## src/rtl/alu_issue_ctrl_if.sv

```systemverilog
`default_nettype none
// ============================================================================
// Module   : alu_issue_ctrl_if
// Brief    : Instruction, ALU request/result and result handshake bundle.
// Revision : 1.0 - initial release
// ============================================================================
interface alu_issue_ctrl_if;
  logic        instr_valid;
  logic        instr_ready;
  logic [31:0] instr;
  logic [31:0] rs1_dat;
  logic [31:0] rs2_dat;

  logic        dat_ready;
  logic [31:0] ALU_dat1;
  logic [31:0] ALU_dat2;
  logic [2:0]  ALU_opcode;
  logic        ALU_opcode_differentiator;
  logic        ALU_optype;

  logic [31:0] ALU_out;
  logic        ALU_overflow;
  logic        ALU_zero;
  logic        ALU_con_met;

  logic        res_valid;
  logic        res_ready;
  logic [31:0] res_data;
  logic [4:0]  res_rd;
  logic        res_wb_en;
  logic        res_branch_taken;
  logic        res_overflow;
  logic        res_zero;
  logic        res_illegal;

  // slave: the issue controller itself
  modport slave (
    input  instr_valid, instr, rs1_dat, rs2_dat,
    input  ALU_out, ALU_overflow, ALU_zero, ALU_con_met,
    input  res_ready,
    output instr_ready,
    output dat_ready, ALU_dat1, ALU_dat2, ALU_opcode, ALU_opcode_differentiator, ALU_optype,
    output res_valid, res_data, res_rd, res_wb_en, res_branch_taken, res_overflow, res_zero,
    output res_illegal
  );

  // master: decode stage, ALU and writeback side
  modport master (
    output instr_valid, instr, rs1_dat, rs2_dat,
    output ALU_out, ALU_overflow, ALU_zero, ALU_con_met,
    output res_ready,
    input  instr_ready,
    input  dat_ready, ALU_dat1, ALU_dat2, ALU_opcode, ALU_opcode_differentiator, ALU_optype,
    input  res_valid, res_data, res_rd, res_wb_en, res_branch_taken, res_overflow, res_zero,
    input  res_illegal
  );
endinterface
`default_nettype wire

```

## src/rtl/alu_issue_ctrl.sv

```systemverilog
`default_nettype none
// ============================================================================
// Module   : alu_issue_ctrl
// Brief    : Decodes R/I/B instructions, issues one fixed-latency ALU request,
//            and returns a registered result through a valid/ready handshake.
// Revision : 1.0 - initial release
// ============================================================================
module alu_issue_ctrl #(
  parameter int ALU_LATENCY = 3
) (
  input wire logic       soc_clk,
  input wire logic       reset_b,
  alu_issue_ctrl_if.slave bus
);

  typedef enum logic [1:0] {
    S_IDLE = 2'd0,
    S_BUSY = 2'd1,
    S_RESP = 2'd2
  } state_t;

  localparam logic [6:0] c_OP_R    = 7'b0110011;
  localparam logic [6:0] c_OP_I    = 7'b0010011;
  localparam logic [6:0] c_OP_B    = 7'b1100011;
  localparam logic [6:0] c_F7_ALT  = 7'b0100000;
  localparam logic [3:0] c_LATENCY = 4'(ALU_LATENCY);

  state_t      r_state;
  logic [3:0]  r_cnt;
  logic        r_instr_ready;
  logic        r_dat_ready;
  logic [31:0] r_alu_dat1;
  logic [31:0] r_alu_dat2;
  logic [2:0]  r_alu_opcode;
  logic        r_alu_diff;
  logic        r_alu_optype;
  logic        r_is_branch;
  logic [4:0]  r_rd;
  logic        r_res_valid;
  logic [31:0] r_res_data;
  logic [4:0]  r_res_rd;
  logic        r_res_wb_en;
  logic        r_res_branch_taken;
  logic        r_res_overflow;
  logic        r_res_zero;
  logic        r_res_illegal;

  logic [31:0] w_instr;
  logic [6:0]  w_opcode;
  logic [2:0]  w_funct3;
  logic [6:0]  w_funct7;
  logic        w_is_r;
  logic        w_is_i;
  logic        w_is_b;
  logic        w_is_shift;
  logic        w_legal;
  logic [31:0] w_dat2;
  logic        w_diff;
  logic        w_xfer;
  logic        w_unused_rs1_field;

  assign w_instr            = bus.instr;
  assign w_opcode           = w_instr[6:0];
  assign w_funct3           = w_instr[14:12];
  assign w_funct7           = w_instr[31:25];
  assign w_unused_rs1_field = ^w_instr[19:15];

  assign w_is_r     = (w_opcode == c_OP_R);
  assign w_is_i     = (w_opcode == c_OP_I);
  assign w_is_b     = (w_opcode == c_OP_B);
  assign w_is_shift = w_is_i && ((w_funct3 == 3'b001) || (w_funct3 == 3'b101));

  always_comb begin
    w_legal = 1'b0;
    if (w_is_r) begin
      w_legal = (w_funct7 == 7'd0) ||
                ((w_funct7 == c_F7_ALT) && ((w_funct3 == 3'b000) || (w_funct3 == 3'b101)));
    end else if (w_is_i) begin
      case (w_funct3)
        3'b001:  w_legal = (w_funct7 == 7'd0);
        3'b101:  w_legal = (w_funct7 == 7'd0) || (w_funct7 == c_F7_ALT);
        default: w_legal = 1'b1;
      endcase
    end else if (w_is_b) begin
      w_legal = (w_funct3 != 3'b010) && (w_funct3 != 3'b011);
    end
  end

  // Shift amounts are unsigned; every other immediate is sign-extended.
  assign w_dat2 = !w_is_i    ? bus.rs2_dat :
                  w_is_shift ? {27'd0, w_instr[24:20]} :
                               {{20{w_instr[31]}}, w_instr[31:20]};

  // ADDI shares funct3 000 with ADD/SUB but must never select subtract.
  assign w_diff = ((w_is_r && (w_funct3 == 3'b000)) ||
                   ((w_is_r || w_is_i) && (w_funct3 == 3'b101))) ? w_instr[30] : 1'b0;

  assign w_xfer = (r_state == S_IDLE) && r_instr_ready && bus.instr_valid;

  always_ff @(posedge soc_clk or posedge reset_b) begin
    if (reset_b) begin
      r_state            <= S_IDLE;
      r_cnt              <= 4'd0;
      r_instr_ready      <= 1'b0;
      r_dat_ready        <= 1'b0;
      r_alu_dat1         <= 32'd0;
      r_alu_dat2         <= 32'd0;
      r_alu_opcode       <= 3'd0;
      r_alu_diff         <= 1'b0;
      r_alu_optype       <= 1'b0;
      r_is_branch        <= 1'b0;
      r_rd               <= 5'd0;
      r_res_valid        <= 1'b0;
      r_res_data         <= 32'd0;
      r_res_rd           <= 5'd0;
      r_res_wb_en        <= 1'b0;
      r_res_branch_taken <= 1'b0;
      r_res_overflow     <= 1'b0;
      r_res_zero         <= 1'b0;
      r_res_illegal      <= 1'b0;
    end else begin
      case (r_state)
        S_IDLE: begin
          r_instr_ready <= 1'b1;
          if (w_xfer) begin
            r_instr_ready <= 1'b0;
            if (w_legal) begin
              r_state      <= S_BUSY;
              r_cnt        <= c_LATENCY;
              r_dat_ready  <= 1'b1;
              r_alu_dat1   <= bus.rs1_dat;
              r_alu_dat2   <= w_dat2;
              r_alu_opcode <= w_funct3;
              r_alu_diff   <= w_diff;
              r_alu_optype <= w_is_b;
              r_is_branch  <= w_is_b;
              r_rd         <= w_is_b ? 5'd0 : w_instr[11:7];
            end else begin
              r_state       <= S_RESP;
              r_res_valid   <= 1'b1;
              r_res_illegal <= 1'b1;
            end
          end
        end
        S_BUSY: begin
          r_cnt <= r_cnt - 4'd1;
          // The ALU result is only trusted on the edge the counter expires.
          if (r_cnt <= 4'd1) begin
            r_state            <= S_RESP;
            r_cnt              <= 4'd0;
            r_dat_ready        <= 1'b0;
            r_alu_dat1         <= 32'd0;
            r_alu_dat2         <= 32'd0;
            r_alu_opcode       <= 3'd0;
            r_alu_diff         <= 1'b0;
            r_alu_optype       <= 1'b0;
            r_res_valid        <= 1'b1;
            r_res_data         <= r_is_branch ? 32'd0 : bus.ALU_out;
            r_res_rd           <= r_rd;
            r_res_wb_en        <= !r_is_branch && (r_rd != 5'd0);
            r_res_branch_taken <= r_is_branch && bus.ALU_con_met;
            r_res_overflow     <= bus.ALU_overflow;
            r_res_zero         <= bus.ALU_zero;
            r_res_illegal      <= 1'b0;
          end
        end
        S_RESP: begin
          if (bus.res_ready) begin
            r_state            <= S_IDLE;
            r_instr_ready      <= 1'b1;
            r_res_valid        <= 1'b0;
            r_res_data         <= 32'd0;
            r_res_rd           <= 5'd0;
            r_res_wb_en        <= 1'b0;
            r_res_branch_taken <= 1'b0;
            r_res_overflow     <= 1'b0;
            r_res_zero         <= 1'b0;
            r_res_illegal      <= 1'b0;
          end
        end
        default: begin
          r_state       <= S_IDLE;
          r_instr_ready <= 1'b0;
        end
      endcase
    end
  end

  assign bus.instr_ready               = r_instr_ready;
  assign bus.dat_ready                 = r_dat_ready;
  assign bus.ALU_dat1                  = r_alu_dat1;
  assign bus.ALU_dat2                  = r_alu_dat2;
  assign bus.ALU_opcode                = r_alu_opcode;
  assign bus.ALU_opcode_differentiator = r_alu_diff;
  assign bus.ALU_optype                = r_alu_optype;
  assign bus.res_valid                 = r_res_valid;
  assign bus.res_data                  = r_res_data;
  assign bus.res_rd                    = r_res_rd;
  assign bus.res_wb_en                 = r_res_wb_en;
  assign bus.res_branch_taken          = r_res_branch_taken;
  assign bus.res_overflow              = r_res_overflow;
  assign bus.res_zero                  = r_res_zero;
  assign bus.res_illegal               = r_res_illegal;

endmodule
`default_nettype wire

```

## src/flat_wrapper.sv

```systemverilog
// flat-port wrapper written by rule: the top's interface ports become plain ports
module alu_issue_ctrl_flat 
#(
  parameter int ALU_LATENCY = 3
)
  (soc_clk, reset_b, bus_instr_valid, bus_instr, bus_rs1_dat, bus_rs2_dat, bus_ALU_out, bus_ALU_overflow, bus_ALU_zero, bus_ALU_con_met, bus_res_ready, bus_instr_ready, bus_dat_ready, bus_ALU_dat1, bus_ALU_dat2, bus_ALU_opcode, bus_ALU_opcode_differentiator, bus_ALU_optype, bus_res_valid, bus_res_data, bus_res_rd, bus_res_wb_en, bus_res_branch_taken, bus_res_overflow, bus_res_zero, bus_res_illegal);
  alu_issue_ctrl_if bus_i ();
  input wire logic soc_clk;
  input wire logic reset_b;
  input wire logic [$bits(bus_i.instr_valid)-1:0] bus_instr_valid;
  input wire logic [$bits(bus_i.instr)-1:0] bus_instr;
  input wire logic [$bits(bus_i.rs1_dat)-1:0] bus_rs1_dat;
  input wire logic [$bits(bus_i.rs2_dat)-1:0] bus_rs2_dat;
  input wire logic [$bits(bus_i.ALU_out)-1:0] bus_ALU_out;
  input wire logic [$bits(bus_i.ALU_overflow)-1:0] bus_ALU_overflow;
  input wire logic [$bits(bus_i.ALU_zero)-1:0] bus_ALU_zero;
  input wire logic [$bits(bus_i.ALU_con_met)-1:0] bus_ALU_con_met;
  input wire logic [$bits(bus_i.res_ready)-1:0] bus_res_ready;
  output wire logic [$bits(bus_i.instr_ready)-1:0] bus_instr_ready;
  output wire logic [$bits(bus_i.dat_ready)-1:0] bus_dat_ready;
  output wire logic [$bits(bus_i.ALU_dat1)-1:0] bus_ALU_dat1;
  output wire logic [$bits(bus_i.ALU_dat2)-1:0] bus_ALU_dat2;
  output wire logic [$bits(bus_i.ALU_opcode)-1:0] bus_ALU_opcode;
  output wire logic [$bits(bus_i.ALU_opcode_differentiator)-1:0] bus_ALU_opcode_differentiator;
  output wire logic [$bits(bus_i.ALU_optype)-1:0] bus_ALU_optype;
  output wire logic [$bits(bus_i.res_valid)-1:0] bus_res_valid;
  output wire logic [$bits(bus_i.res_data)-1:0] bus_res_data;
  output wire logic [$bits(bus_i.res_rd)-1:0] bus_res_rd;
  output wire logic [$bits(bus_i.res_wb_en)-1:0] bus_res_wb_en;
  output wire logic [$bits(bus_i.res_branch_taken)-1:0] bus_res_branch_taken;
  output wire logic [$bits(bus_i.res_overflow)-1:0] bus_res_overflow;
  output wire logic [$bits(bus_i.res_zero)-1:0] bus_res_zero;
  output wire logic [$bits(bus_i.res_illegal)-1:0] bus_res_illegal;
  assign bus_i.instr_valid = bus_instr_valid;
  assign bus_i.instr = bus_instr;
  assign bus_i.rs1_dat = bus_rs1_dat;
  assign bus_i.rs2_dat = bus_rs2_dat;
  assign bus_i.ALU_out = bus_ALU_out;
  assign bus_i.ALU_overflow = bus_ALU_overflow;
  assign bus_i.ALU_zero = bus_ALU_zero;
  assign bus_i.ALU_con_met = bus_ALU_con_met;
  assign bus_i.res_ready = bus_res_ready;
  assign bus_instr_ready = bus_i.instr_ready;
  assign bus_dat_ready = bus_i.dat_ready;
  assign bus_ALU_dat1 = bus_i.ALU_dat1;
  assign bus_ALU_dat2 = bus_i.ALU_dat2;
  assign bus_ALU_opcode = bus_i.ALU_opcode;
  assign bus_ALU_opcode_differentiator = bus_i.ALU_opcode_differentiator;
  assign bus_ALU_optype = bus_i.ALU_optype;
  assign bus_res_valid = bus_i.res_valid;
  assign bus_res_data = bus_i.res_data;
  assign bus_res_rd = bus_i.res_rd;
  assign bus_res_wb_en = bus_i.res_wb_en;
  assign bus_res_branch_taken = bus_i.res_branch_taken;
  assign bus_res_overflow = bus_i.res_overflow;
  assign bus_res_zero = bus_i.res_zero;
  assign bus_res_illegal = bus_i.res_illegal;
  alu_issue_ctrl #(.ALU_LATENCY(ALU_LATENCY)) u_core (.soc_clk(soc_clk), .reset_b(reset_b), .bus(bus_i));
endmodule
```

## config.mk

```make
export PLATFORM = sky130hd
export DESIGN_NAME = alu_issue_ctrl_flat
export DESIGN_NICKNAME = d
export VERILOG_FILES = /design/src/rtl/alu_issue_ctrl_if.sv /design/src/rtl/alu_issue_ctrl.sv /design/src/flat_wrapper.sv
export SDC_FILE = /design/constraint.sdc
export NUM_CORES = 1
export LEC_CHECK = 0
export BUFFER_PORTS_ARGS = -buffer_cell sky130_fd_sc_hd__buf_2
export CAP_MARGIN = 20
export CORE_MARGIN = 2
export CORE_UTILIZATION = 43
export CTS_CLUSTER_SIZE = 20
export DETAILED_ROUTE_END_ITERATION = 8
export GPL_ROUTABILITY_DRIVEN = 0
export GPL_TIMING_DRIVEN = 0
export PLACE_DENSITY = 0.85
export RECOVER_POWER = 25
export SLEW_MARGIN = 5
export SYNTH_ARGS = -nofsm -noshare
export SYNTH_HDL_FRONTEND = slang
export SYNTH_SLANG_ARGS = --single-unit
```

## constraint.sdc

```tcl
create_clock -name soc_clk -period 4.25 [get_ports soc_clk]
set_input_delay 0.85 -clock soc_clk [delete_from_list [all_inputs] [get_ports soc_clk]]
set_output_delay 0.85 -clock soc_clk [all_outputs]
set_load 0.01 [all_outputs]
```

==> metrics <==
vias in the first global route=between 4,000 and 5,000; clock buffer depth=2; GRT Total Usage=about 22%; Post-CTS Hold Buffers=0; Highest Clock Rate=roughly 400 MHz; CP required=about 4500 ps; CTS H-tree depth=4; clock sink count=between 100 and 150; Syn Area/Cell=between 10 and 15 um^2; Hold Vio Cnt, Final=0; Final Instance Count excl. Fillers=about 950; endpoints failing setup=0; Final Util=59.66%; placed inst area=about 7200 um^2; violated checks=capacitance limit, slew limit; RSZ-0062 raised after global routing=false; Synth Cell Area=~5800 um^2; Die X=about 120 um; Cells after Synth=between 500 and 600; die area=approximately 14,000 um^2; worst-margin pin slew=approximately 2600 ps; core area=around 13,000 um^2; syn_nets=643; share of post-route cells with drive strength above 1=between 40% and 50%; synth unique cells=53; WL/cell=approximately 16 um; CTS clk-pin slew, worst paths=roughly 60 ps; r2r startpoint=u_core.r_cnt[0]$_DFFE_PP0P_; Worst Setup SP=u_core.r_cnt[0]$_DFFE_PP0P_; Hold Path Class=reg -> reg; antenna violations before repair=0; port bufs=243; PD cells=a little over 500 nW/um^2; detailed placement HPWL=around 12,000 um; Initial DRT Pass Iterations=5; R2R Setup Slk=1720 ps; vias per cell=around 5.2; DP Cell Count=922; cts bufs inserted=17; drt total wl=between 15,000 and 20,000 um; crit path to=u_core.bus.res_data[0]$_DFFE_PP0P_; status=finished, violations left; Final Power=~4 mW; CTS tree=yes; crit end category=register; Design Area, Final=a little under 8000 um^2; CP max FO=10; slack of the critical path=between 1500 and 2000 ps; CTS root buf=clkbuf_16; register bit total from synthesis=approximately 130; WP data arrival=2780 ps; area delta synth->final=36.17%; Die Y=approximately 120 um; post-CTS setup buffers=0; worst reg2reg path depth=8; fin crit share=around three fifths; DRC viols=0; first-pass GRT wire length=24,490 um; IO Pins=~250; Layout Skew=about 10 ps; std cell rows=42; Primary FF master, synth=dfrtp_1; worst reg2reg endpoint=u_core.bus.res_data[0]$_DFFE_PP0P_; clk_lat worst skew=roughly 400 ps; Nets=between 900 and 1,000; Final TNS setup=0 ps; via count=4,977; sequential fraction of the synthesis area=a little over half; Max-Cap Viols=1; Antenna Violating Nets Remaining=0; leakage=a little over 4 nW; Starting Density=43.81%; post_cts resized=0; crit path launch type=register; Final Slew Violations=61; 1st-iter DRT viols=354; number of synthesized flops with an enable pin=0; Slew HR=-76.64%; diode count=0; Max VDD drop=roughly 0.32 mV; Synth Warn #=0; Tmin final=~2500 ps; GRT overflow=0; pin count of the biggest net entering global routing=67; Place WS=about 1300 ps; asr flop ratio synth=100.0%; tightest hold margin=470.5 ps; WS Path Type=reg -> reg
worst max-delay path: stages, from the launching register on:
cell and delay, ps:
dfrtp_1 410, inv_1 70, ha_1 200, nor2_1 80
o31ai_1 530, o211ai_1 510, clkbuf_1 360, nand2_1 130
o21ai_0 90
report_power, final:
group          switching (mW)  total, mW  leakage, nW  internal (mW)
clock                   0.536       1.52        0.295          0.979
combinational           0.662       1.04         2.13          0.382
sequential             0.0735       1.40         1.70           1.32
total                    1.27       3.96         4.13           2.68
layer usage:
layer / vias to the layer above / track usage (%) / wire length, um
met2: 220 / 35.79 / 7455
met1: 2377 / 28.46 / 6773
met4: 0 / 5.882 / 219
li1: 2355 / - / -
met5: - / 0 / 0
met3: 25 / 6.084 / 1033
cell usage in the layout (no fill, tap or decap), drive strengths merged, types with 2 or more instances in the layout:
cell	Yosys	routed
nor2b	2	2
a21boi	2	2
dfrtp	126	126
o2111ai	2	2
o21a	3	3
a22o	37	37
buf	15	258
and4b	2	2
nand3	3	3
o21ai	39	39
and3b	2	2
ha	6	6
o31ai	9	9
and3	8	8
clkbuf	22	40
nor2	8	8
inv	12	12
clkinv	0	6
nor4	3	3
nand2b	9	9
or3	3	3
a21oi	29	29
o2bb2ai	33	33
mux2i	14	14
o211ai	5	5
or4b	2	2
nand2	85	85
clkinvlp	0	4
nor3	4	4
bufinv	0	4
cells by family (layout without fill, tap and decap cells):
group,Yosys count,in the layout,share of synthesized area (%)
AOI/OAI and AO/OA,168,168,24.74
xor gates and xnor gates,1,1,0.1522
adders and majority gates,6,6,1.304
buffers and inverters,49,324,4.522
DFF,126,126,54.78
muxes,14,14,2.435
and+or+nand+nor,138,138,12.07
registers in the layout, summed over array words and instances (netlist names), 2 cells and up:
signal and count:
u_core.r_state 2, u_core.bus.res_data 32, u_core.r_rd 5, u_core.r_cnt 4
u_core.bus.res_rd 5, u_core.bus.ALU_dat2 32, u_core.bus.ALU_dat1 32, u_core.bus.ALU_opcode 3
area by class of cell:
type	instances	area, um^2
fillers	1130	5300
flip-flops and latches	126	3153
multi-input cells	327	2342
repair buffers	244	1242
clock buffers	17	425.4
well taps	176	220.2
plain buffers	37	215.2
clock inverters	14	192.7
inverters	12	46.29
cells in the mapped netlist, types with 8 or more instances:
cell type,number,area [um^2]
o21ai_0,38,190.2
clkbuf_1,22,82.58
nor2_1,8,30.03
o2bb2ai_2,30,450.4
buf_6,8,90.09
o31ai_1,8,60.06
nand2_1,85,319.1
and3_1,8,50.05
mux2i_1,14,140.1
inv_1,12,45.04
dfrtp_1,126,3153
a21oi_1,29,145.1
nand2b_1,9,56.30
a22o_1,37,324.1
worst min path at each step:
| stage | start | endpoint | cells past startpoint |
|---|---|---|---|
| floorplan | u_core.r_cnt[1]$_DFFE_PP0P_ | u_core.r_cnt[1]$_DFFE_PP0P_ | 1 |
| global placement | u_core.bus.dat_ready$_DFFE_PP0P_ | u_core.bus.dat_ready$_DFFE_PP0P_ | 1 |
| detailed placement | u_core.bus.res_rd[3]$_DFFE_PP0P_ | u_core.bus.res_rd[3]$_DFFE_PP0P_ | 2 |
| CTS | u_core.bus.res_data[26]$_DFFE_PP0P_ | u_core.bus.res_data[26]$_DFFE_PP0P_ | 2 |
| global route | u_core.bus.dat_ready$_DFFE_PP0P_ | u_core.bus.dat_ready$_DFFE_PP0P_ | 1 |
| finish | u_core.bus.res_rd[3]$_DFFE_PP0P_ | u_core.bus.res_rd[3]$_DFFE_PP0P_ | 2 |
Power figures use the tool's default switching activity.
